==> src/rtl/bram_ctrl.sv <==
// Single-outstanding request/response controller in front of a registered-output BRAM.
// Optional write acknowledge: define BRAM_CTRL_WACK_EN to return a response for writes.
module bram_ctrl #(
  parameter int unsigned LAT = 10,
  parameter int unsigned AW  = 13,
  parameter int unsigned DW  = 32
) (
  input  logic          CLK,
  input  logic          RST_N,
  input  logic          req_valid,
  output logic          req_ready,
  input  logic          req_we,
  input  logic [AW-1:0] req_addr,
  input  logic [DW-1:0] req_wdata,
  output logic          rsp_valid,
  input  logic          rsp_ready,
  output logic [DW-1:0] rsp_rdata,
  output logic          bram_en,
  output logic          bram_we,
  output logic [AW-1:0] bram_a,
  output logic [DW-1:0] bram_di,
  input  logic [DW-1:0] bram_do,
  output logic          busy
);

  typedef enum logic [1:0] {StIdle, StWait, StWdone, StResp} state_e;

  localparam logic [3:0] LatLast = 4'(LAT - 1);
  localparam logic [3:0] LatSat  = 4'(LAT);

  state_e     state_q;
  logic [3:0] cnt_q;

  // Ready is gated by reset so it reads 0 while RST_N is held low.
  assign req_ready = RST_N && (state_q == StIdle);
  assign busy      = (state_q != StIdle);

  always_ff @(posedge CLK or negedge RST_N) begin
    if (!RST_N) begin
      state_q   <= StIdle;
      cnt_q     <= '0;
      rsp_valid <= 1'b0;
      rsp_rdata <= '0;
      bram_en   <= 1'b0;
      bram_we   <= 1'b0;
      bram_a    <= '0;
      bram_di   <= '0;
    end else begin
      unique case (state_q)
        StIdle: begin
          if (req_valid) begin
            bram_en <= 1'b1;
            bram_we <= req_we;
            bram_a  <= req_addr;
            bram_di <= req_wdata;
            cnt_q   <= '0;
            state_q <= StWait;
          end
        end
        StWait: begin
          if (bram_we) begin
            // Write issue cycle is over; the BRAM has taken the data.
            bram_en <= 1'b0;
            bram_we <= 1'b0;
            state_q <= StWdone;
`ifdef BRAM_CTRL_WACK_EN
            rsp_valid <= 1'b1;
            rsp_rdata <= '0;
`endif
          end else if (cnt_q == LatLast) begin
            rsp_rdata <= bram_do;
            rsp_valid <= 1'b1;
            bram_en   <= 1'b0;
            cnt_q     <= LatSat;
            state_q   <= StResp;
          end else if (cnt_q != LatSat) begin
            cnt_q <= cnt_q + 4'd1;
          end
        end
        StWdone: begin
`ifdef BRAM_CTRL_WACK_EN
          if (rsp_ready) begin
            rsp_valid <= 1'b0;
            state_q   <= StIdle;
          end
`else
          state_q <= StIdle;
`endif
        end
        StResp: begin
          if (rsp_ready) begin
            rsp_valid <= 1'b0;
            state_q   <= StIdle;
          end
        end
        default: state_q <= StIdle;
      endcase
    end
  end

endmodule

==> config.mk <==
export PLATFORM = sky130hd
export DESIGN_NAME = bram_ctrl
export DESIGN_NICKNAME = d
export VERILOG_FILES = /design/src/rtl/bram_ctrl.sv
export SDC_FILE = /design/constraint.sdc
export NUM_CORES = 1
export LEC_CHECK = 0
export CAP_MARGIN = 20
export CORE_MARGIN = 5
export CORE_UTILIZATION = 41
export DETAILED_ROUTE_END_ITERATION = 6
export GPL_TIMING_DRIVEN = 1
export MAX_ROUTING_LAYER = met4
export PLACE_DENSITY_LB_ADDON = 0.1
export SYNTH_ARGS = -nofsm -noshare
export SYNTH_HDL_FRONTEND = slang
export SYNTH_SLANG_ARGS = --single-unit
==> constraint.sdc <==
create_clock -name CLK -period 2.6 [get_ports CLK]
set_clock_uncertainty 0.15 [all_clocks]
set_input_delay 0.78 -clock CLK [delete_from_list [all_inputs] [get_ports CLK]]
set_output_delay 0.78 -clock CLK [all_outputs]
set_load 0.02 [all_outputs]
### Word level (Yosys, flattened, before mapping)

Index checks and enable logic that the tools add are counted.

* register bits: 86
* logic and storage cells: 53
* output and inout port bits: 82
* input port bits: 82

* muxes and demuxes: 20
* bitwise logic cells: 1
* reductions and logical operators: 12
* eq/ne operators: 11
* add/sub/neg operators: 1

Operators with widths (number)
* 4-bit two-way mux: 4
* 3-bit AND reduction: 3
* 2-bit two-way mux: 4
* 2-bit != test, second input constant: 4
* 2-bit one-hot mux with 4 select lines: 1
* 4-bit one-hot mux with 2 select lines: 1
* 4-bit AND reduction: 2
* 1-bit two-way mux: 7
* 3-bit != test, second input constant: 2
* 1-bit one-hot mux with 2 select lines: 3
* 2-bit nonzero test: 3
* 4-bit by 1-bit adder with 4-bit output, second input constant: 1
* 2-bit == test, second input constant: 2
* 4-bit == test, second input constant: 1
* 4-bit != test, second input constant: 1
* 2-bit AND reduction: 2
* 2-bit by 1-bit == test with 1-bit output, second input constant: 1
* 2-bit zero test: 1
* 1-bit logical AND: 1
* 1-bit NOT: 1

### Logic depth before layout (Yosys ltp)

* depth in word-level cells: 5
* depth in mapped cells: 7
* depth with buffers taken out: 6

### Least setup slack after synthesis

OpenSTA, ideal clock, no wires.

* kind: input-to-output
* from: input RST_N
* to: output req_ready
* path slack: 0.680 ns
* stages: 1
* buffers on the path: 0
* data required time: 1.670 ns
* arrival time: 0.990 ns
* cell sequence: and2_1

* cells in the longest elaborated chain, start to end: 1

Ends and longest elaborated chain
* from (decl): line 9 `input logic RST_N,`
* 1-bit logical AND: line 35 `assign req_ready = RST_N && (state_q == StIdle);`
* to (decl): line 11 `output logic req_ready,`

No other way between the ends.

### Final worst setup path

* from: register state_q[1]
* to: output busy

* cells in the longest elaborated chain, start to end: 1

Ends and longest elaborated chain
* from (decl): line 31 `state_e state_q;`
* from (signal assigned): line 40 `state_q <= StIdle;`
* from (signal assigned): line 57 `state_q <= StWait;`
* from (signal assigned): line 65 `state_q <= StWdone;`
* 2-bit nonzero test: line 36 `assign busy = (state_q != StIdle);`
* to (decl): line 23 `output logic busy`

No other way between the ends.

==> impl_metrics.json <==
{
  "outcome": "completed",
  "yosys_warnings": 0,
  "syn_area_um2": 3520,
  "setup_slack_ps": 87.7,
  "htreeDepth": 3,
  "cts.sinks": 86,
  "tns_ps": 0,
  "synth_common_cells": "dfrtp_1 (86), mux2_2 (49), mux2_4 (29)",
  "drt_iter0_drc": 37,
  "synthArstFlopShare_pct": 100,
  "fin_crit_ps": 2510,
  "cp-end-kind": "output port",
  "holdBufCountCts": 0,
  "timing.final.crit_share_pct": 96.6,
  "synthAdderAreaFrac_pct": 1.07,
  "areaGrowthSynthToFinish_pct": 54.9,
  "placedCellCount": 479,
  "antenna_left": 0,
  "ys_ff_latch": 86,
  "timing.max_cap.violations": 0,
  "drt-wirelength-per-cell_um": 17.4,
  "grt_pass1_vias": 2729,
  "synth_simple_gate_area_share_pct": 4.01,
  "grt-ovfl-total": 0,
  "antenna_found_initial": 0,
  "grt_pass1_wl_um": 13700,
  "synthMuxAreaShare_pct": 28.3,
  "yosysMostFrequentCell": "dfrtp_1",
  "layout-drive-gt1-share_pct": 26.7,
  "rsz0062_at_grt": "false",
  "cts_made_buffers": 9,
  "die_x_um": 103,
  "firstDrtPassIters": 3,
  "drt-vias-per-instance": 4.83,
  "multi_input_area_um2": 1250,
  "nNetsFinal": 470,
  "setup_viol": 0,
  "crit_required_ps": 1670,
  "synth_nets": 300,
  "ys_types": 31,
  "n_antenna_cell": 0,
  "seqCellArea_um2": 2150,
  "pre_cts_ws_ps": 77.5,
  "groute.usage.overall_pct": 17.5,
  "tightest_slew_ps": 912,
  "io_pins": 164,
  "initial_utilization_pct": 42.5,
  "criticalPathCategory": "reg2out",
  "synth_area_leader_cell": "dfrtp_1",
  "place_congestion": 0.731,
  "place.port_buffers": 163,
  "whs_ps": 237,
  "dp_hpwl_um": 6470,
  "drv_slew": 0,
  "drc": 0,
  "ys.flop_type": "dfrtp_1",
  "clkSlewWorstSetupHoldPaths_ps": 90,
  "synth_top_area_share_pct": 61.1,
  "max_clock_freq_ghz": 0.398,
  "synth_top_family_by_area": "multiplexers",
  "nFillCells": 628,
  "critPathArrivalTime_ps": 1580,
  "synth_area_leaders": "dfrtp_1 (61%), mux2_2 (16%), mux2_4 (12%)",
  "p_per_area_nw_per_um2": 1000,
  "max_slew_margin_pct": 39.2,
  "worstSkewPairLatency_ps": 330,
  "coreArea_um2": 8300,
  "total_power_mw": 5.46,
  "num_vias": 2384,
  "ir_drop_uv": 557,
  "leakage_nw": 2.40,
  "grt_max_degree": 73,
  "hp-class": "in2async",
  "fin_cells": 494,
  "worstPathMaxFanout": 9,
  "synth_edf_count": 0,
  "synth_area_per_cell_um2": 16.4,
  "timing_hold_violations_final": 0,
  "cts_root_buf": "clkbuf_8",
  "synthXorXnorAreaFrac_pct": 0,
  "cts_tree": "built",
  "syn-instance-count": 215,
  "clk_path_buf_depth": 2,
  "totalWireLength_um": 8610,
  "critPathLaunchType": "flip-flop",
  "yosysSeqAreaShare_pct": 61.1,
  "synth_compound_area_share_pct": 1.92,
  "dieArea_um2": 10500,
  "die-height_um": 103,
  "fp-row-count": 33
}
worst paths after layout:
check	from	end	slack [ps]	cells after the start
worst min-delay path	RST_N	bram_a[3]	240	2
worst min register to register	bram_di[25]	bram_di[25]	360	1
max in group asynchronous	RST_N	cnt_q[1]	900	3
worst max-delay path	state_q[1]	busy	90	3
worst max register to register	cnt_q[1]	rsp_rdata[15]	400	6
min in group CLK	bram_di[25]	bram_di[25]	360	1
placed cells by master, fill, tap and decap left out, types with 2 or more instances in the layout:
master / Yosys / routed
ha_1: 3 / 3
nand3_1: 2 / 2
dfrtp_1: 86 / 86
mux2_4: 29 / 29
clkdlybuf4s50_1: 0 / 161
clkinvlp_4: 0 / 2
bufinv_16: 0 / 2
nor2b_1: 2 / 2
mux2_2: 49 / 49
buf_4: 3 / 6
o21ai_0: 3 / 3
nand2b_1: 3 / 3
nand2_1: 3 / 3
nor2_1: 3 / 2
clkbuf_8: 0 / 10
inv_1: 5 / 5
where the power goes:
part	total, mW	internal (mW)	switching, mW	leakage, nW
Clock	1.03	0.564	0.468	0.105
Combinational	2.41	1.31	1.10	1.28
Sequential	2.02	1.77	0.246	1.02
Total	5.46	3.64	1.82	2.40
cell type report:
| cell class | instances | area share [%] |
|---|---|---|
| Sequential cell | 86 | 39.4 |
| Timing Repair Buffer | 169 | 30.9 |
| Multi-Input combinational cell | 114 | 22.9 |
| Clock buffer | 10 | 2.52 |
| Tap cell | 105 | 2.41 |
| Clock inverter | 5 | 1.54 |
| Inverter | 5 | 0.344 |
per-stage QoR:
stage               cell area (um^2)  util (%)
global route                    5460      65.8
finish                          5460      65.8
global placement                5240      63.1
CTS                             5460      65.7
floorplan                       3520         -
detailed placement              5240      63.1
per-layer routing:
metal,GRT usage [%],routed length (um)
met2,27.6,4150
met4,5.15,48
met5,-,0
met1,22.4,3740
met3,4.26,673
cells by family after synthesis:
group / count (synthesis)
flip-flops: 86
multiplexers: 79
AND/OR/NAND/NOR: 22
buffers and inverters: 15
AO/OA/AOI/OAI: 10
adder cells (fa/ha/maj): 3
flip-flops by register name, summed over array words and instances (netlist names):
| signal | flops |
|---|---|
| cnt_q | 4 |
| bram_a | 13 |
| bram_di | 32 |
| rsp_valid | 1 |
| bram_we | 1 |
| rsp_rdata | 32 |
| state_q | 2 |
| bram_en | 1 |
repair_timing:
item,CTS,global route
resized for setup,1,1
hold endpoints to repair,0,0
endpoints found under the setup margin,1,1
buffers inserted,0,0
worst max-delay path, stage by stage, from the launching register on:
cell	delay (ps)
dfrtp_1	510
nor2_2	90
inv_1	60
clkdlybuf4s50_1	590
(Power assumes the default switching activity.)
==> RTL edit 1, RTL diff (same flow settings) <==
`LAT`: 10 -> 7.
--- a/src/rtl/bram_ctrl.sv
+++ b/src/rtl/bram_ctrl.sv
@@ -3,3 +3,3 @@
 module bram_ctrl #(
-  parameter int unsigned LAT = 10,
+  parameter int unsigned LAT = 7,
   parameter int unsigned AW  = 13,
Function: changed (Yosys sat finds a counterexample within 10 cycles, from zero or initial values and one cycle with RST_N low).
==> RTL edit 1 against the original RTL <==
Design area fell by 1.9%; critical path depth fell by 1; worst setup slack improved by 0.021 ns; fmax rose by 0.85%; sequential cell count did not move; via count rose by 1.3%; critical path type unchanged; count of clock-buffer cells in the layout did not move; area after synthesis fell by 4.5%; routed wire length fell by 5.4%; highest routed layer unchanged; largest power group unchanged; power rose by 21%.
==> RTL edit 1: results (changes against the original RTL) <==
Pwr
  – LEAKAGE: 2.231 nW (-7.0%)
  – Maximum vdd ir drop: 0.5973 mV (+7.2%)

Worst setup path
  – RR Endpoint: cnt_q[1]$_DFFE_PN0P_
  – CP max FO: 2 (-7)
  – Critical path type: reg -> out
  – R2R cell count: 4 (-2)
  – FF-to-FF setup slack: 0.69 ns (+0.29 ns)
  – RR Startpoint: state_q[1]$_DFFE_PN0P_
  – CP startpoint: state_q[0]$_DFFE_PN0P_
  – WP data arrival: 1.56 ns (-0.02 ns)
  – Critical path capture point: busy

Layout
  – Total Nets Final: 472 (+0.43%)
  – Final Non-Filler Cells: 498 (+0.81%)
  – Fill cells: 651 (+3.7%)
  – Multi-input gate area in the final layout: 1147 um2 (-8.1%)
  – Fraction of layout cells with a size suffix above 1: 19.59% (-7.1 points)
  – Largest registers: bram_di (32), rsp_rdata (32), bram_a (13)

Clocking
  – Post-CTS setup buffer count: 0 (unchanged)
  – Clock transition at path regs: 0.09 ns (about the same)
  – Clock Tree Root: clkbuf_8
  – CTS H-tree lvls: 3 (unchanged)
  – Bufs on Longest Clock Path: 2 (unchanged)

STA
  – Actual slew at the worst max-slew pin: 0.7767 ns (-0.1351 ns)
  – Period utilization: 95.81% (-0.82 points)
  – Final hold slack: 0.2656 ns (+0.02866 ns)

Synth
  – Seq/Total Area, Yosys: 63.96% (+2.9 points)
  – Ranking of synthesized cells by area: dfrtp_1 (64%), mux2_2 (16%), mux2_1 (9.7%), buf_2 (1.3%), and3b_1 (0.78%)
  – Ys async rst share: 100.0% (unchanged)
  – Post-synth top cells: dfrtp_1 (86), mux2_2 (49), mux2_1 (29), buf_2 (9), inv_1 (6)
  – Post-Synth Adder-Cell Area: 0.7438% (-0.32 points)
  – Compound-Gate Fraction of Synth Area: 3.607% (+1.7 points)
  – Yosys warning count: 0 (unchanged)
  – Top_reg_cell synth: dfrtp_1
  – Mapped Cells: 216 (+0.47%)
  – Mux share of post-synthesis cell area: 26.11% (-2.2 points)
  – Cell variety after synth: 27 (-13%)

Global routing
  – Antenna violations before repair: 0 (unchanged)
  – Vias in the first global route: 2,721 (-0.29%)
  – Gr usage total: 17.45% (about the same)
  – Largest net degree at the start of global routing: 63 (-14%)
  – Global-route wire length before repair: 13.30 mm (-2.8%)

Status
  – Status: finished, final reports clean

Place
  – Port Buffers: 163 (unchanged)
  – Routability cong.: 0.7147 (-2.2%)
  – Placed Cells incl. Taps: 482 (+0.63%)
  – Dpl hpwl: 6.130 mm (-5.2%)
  – Worst slack, placed: 0.06128 ns (-0.01622 ns)
  – Post-DP Area: 5155 um2 (-1.5%)

Route
  – Initial DRT Pass Iterations: 4 (+1)
  – Drt wl/cell: 16.36 um (-6.1%)
  – Vias per inst: 4.847 (+0.45%)
  – Initial DRC count: 39 (+5.4%)

Hold path
  – Worst Hold Class: in -> async
RTL edit 1: cell count changes after synthesis, moves of 2 or more:
cell / unedited run / this run
mux2_1: 0 / 29
o21ai_0: 3 / 5
o2111ai_1: 0 / 2
buf_12: 3 / 0
buf_4: 3 / 0
buf_2: 3 / 9
nand2b_1: 3 / 0
and3b_1: 0 / 3
and2_1: 2 / 0
mux2_4: 29 / 0
a21o_1: 0 / 3
RTL edit 1: what timing repair did:
item / 4_1_cts / 5_1_grt
hold endpoints to repair: 0 / 0
endpoints found under the setup margin: 1 / 0
resized for setup: 1 / 0
RTL edit 1: area by class of cell:
cell class | count | share of cell area, %
clock buffers | 10 | 2.571
repair buffers | 171 | 31.77
multi-input cells | 114 | 21.44
inverters | 6 | 0.4208
well taps | 105 | 2.454
clock inverters | 6 | 1.145
flip-flops and latches | 86 | 40.21
RTL edit 1: kinds of logic (layout without fill, tap and decap cells):
family          Yosys count  in the layout
buf+inv                  16            193
compound gates           17             17
mux                      78             78
simple gates             17             17
flops                    86             86
fa+ha+maj                 2              2
RTL edit 1: power breakdown:
part / total [mW] / internal, mW / switching (mW)
Sequential: 2.34 / 2.00 / 0.339
Clock: 0.938 / 0.467 / 0.471
Combinational: 3.34 / 1.79 / 1.55
Total: 6.62 / 4.26 / 2.36
RTL edit 1: critical path, cell delays in order, from the launching register on:
cell	delay [ns]
dfrtp_1	0.37
or2_2	0.30
clkdlybuf4s50_1	0.55
RTL edit 1: worst min-delay path by stage:
| stage | end | cells past startpoint |
|---|---|---|
| after floorplan | bram_a[0]$_DFFE_PN0P_ | 0 |
| after global placement | bram_en$_DFFE_PN0P_ | 1 |
| after detailed placement | bram_en$_DFFE_PN0P_ | 1 |
| after CTS | rsp_rdata[3]$_DFFE_PN0P_ | 2 |
| after global routing | rsp_rdata[1]$_DFFE_PN0P_ | 2 |
| final | rsp_rdata[3]$_DFFE_PN0P_ | 2 |
RTL edit 1: metal layers:
metal	vias to the layer above	global-route usage (%)	part of all wire, %
li1	1112	-	-
met1	1198	20.69	40
met2	92	27.54	50
met3	12	6.021	7.9
met4	0	6.425	1.3
met5	-	-	0
==> RTL edit 2, RTL diff (same settings) <==
Made on the original files. The 4 states of `state_e` get a one-hot encoding in 4 bits.
--- a/src/rtl/bram_ctrl.sv
+++ b/src/rtl/bram_ctrl.sv
@@ -25,3 +25,3 @@
 
-  typedef enum logic [1:0] {StIdle, StWait, StWdone, StResp} state_e;
+  typedef enum logic [3:0] {StIdle = 4'b0001, StWait = 4'b0010, StWdone = 4'b0100, StResp = 4'b1000} state_e;
 
Behaviour: no difference found for any inputs over 10 cycles, from zero or initial values and one cycle with RST_N low; not proved beyond that.
==> RTL edit 2 against the original RTL <==
Die area fell by 1.1%; worst setup slack got worse by 0.011 ns; via count rose by 17%; area after synthesis fell by 1.2%; routed wire length rose by 0.74%; synthesized cell count rose by 48%; sequential cell count rose by 2; power fell by 6.0%; design area barely moved; critical path type unchanged; largest cell class unchanged; highest routed layer unchanged.
==> RTL edit 2: results (changes against the original RTL) <==
Status
  – Status: finished, final reports clean

Synth
  – Seq/Total Area, Yosys: 63.30% (+2.2 points)
  – Syn_nets: 403 (+34%)
  – Ranking of synthesized cells by area: dfrtp_1 (63%), nand2_1 (15%), mux2_2 (8.7%), mux2_1 (1.6%), buf_6 (1.3%)

Global routing
  – Global-route met2 utilization: 26.84% (-0.72 points)
  – Met3 global-route usage: 4.164% (-0.099 points)
  – Gr usage total: 17.50% (+0.045 points)

Pwr
  – Combinational fraction of design power: 43.5% (-0.6 points)
  – Seq pwr share: 38.9% (+1.9 points)
  – LEAKAGE: 2.600 nW (+8.3%)
  – Total power: 5.131 mW (-6.0%)
  – Net Switching: 1.834 mW (+1.0%)

Hold path
  – Worst Hold Class: reg -> reg

STA
  – Worst setup margin: 0.07631 ns (-0.01135 ns)
  – Max-slew headroom: 56.21% (+17 points)
  – Final hold slack: 0.3264 ns (+0.08949 ns)

Place
  – Placed Cells incl. Taps: 580 (+21%)
  – Worst slack, placed: 0.04438 ns (-0.03311 ns)
  – Dpl hpwl: 6.485 mm (+0.30%)

Worst setup path
  – CP max FO: 4 (-5)
  – RR Startpoint: state_q[2]$_DFFE_PN0P_
  – CP startpoint: state_q[0]$_DFFE_PN1P_

Route
  – Initial DRT Pass Iterations: 4 (+1)
  – WL final: 8.675 mm (+0.74%)

Layout
  – Fill cells: 657 (+4.6%)
  – Final Non-Filler Cells: 596 (+21%)
-- RTL edit 2: cell types whose count changed in the layout (fill, tap and decap cells not counted), sizes merged, moves of 3 or more --
cell | before | now
mux2 | 78 | 32
nand2 | 3 | 140
o31ai | 0 | 3
buf | 7 | 13
-- RTL edit 2: area by class of cell --
cell class	count	area, um2	area share (%)
Sequential cell	88	2203	40.39
Timing Repair Buffer	175	1742	31.93
Multi-Input combinational cell	209	1175	21.54
Clock buffer	11	141.4	2.592
Tap cell	105	131.4	2.408
Clock inverter	3	43.79	0.8028
Inverter	5	18.77	0.3440
-- RTL edit 2: logic make-up (layout without fill, tap and decap cells) --
| group | count (synthesis) | count (layout) | synth area share [%] |
|---|---|---|---|
| simple gates | 159 | 159 | 19.09 |
| fa+ha+maj | 3 | 3 | 1.078 |
| flops | 88 | 88 | 63.30 |
| buf+inv | 21 | 194 | 3.415 |
| mux | 32 | 32 | 10.35 |
| compound gates | 15 | 15 | 2.768 |
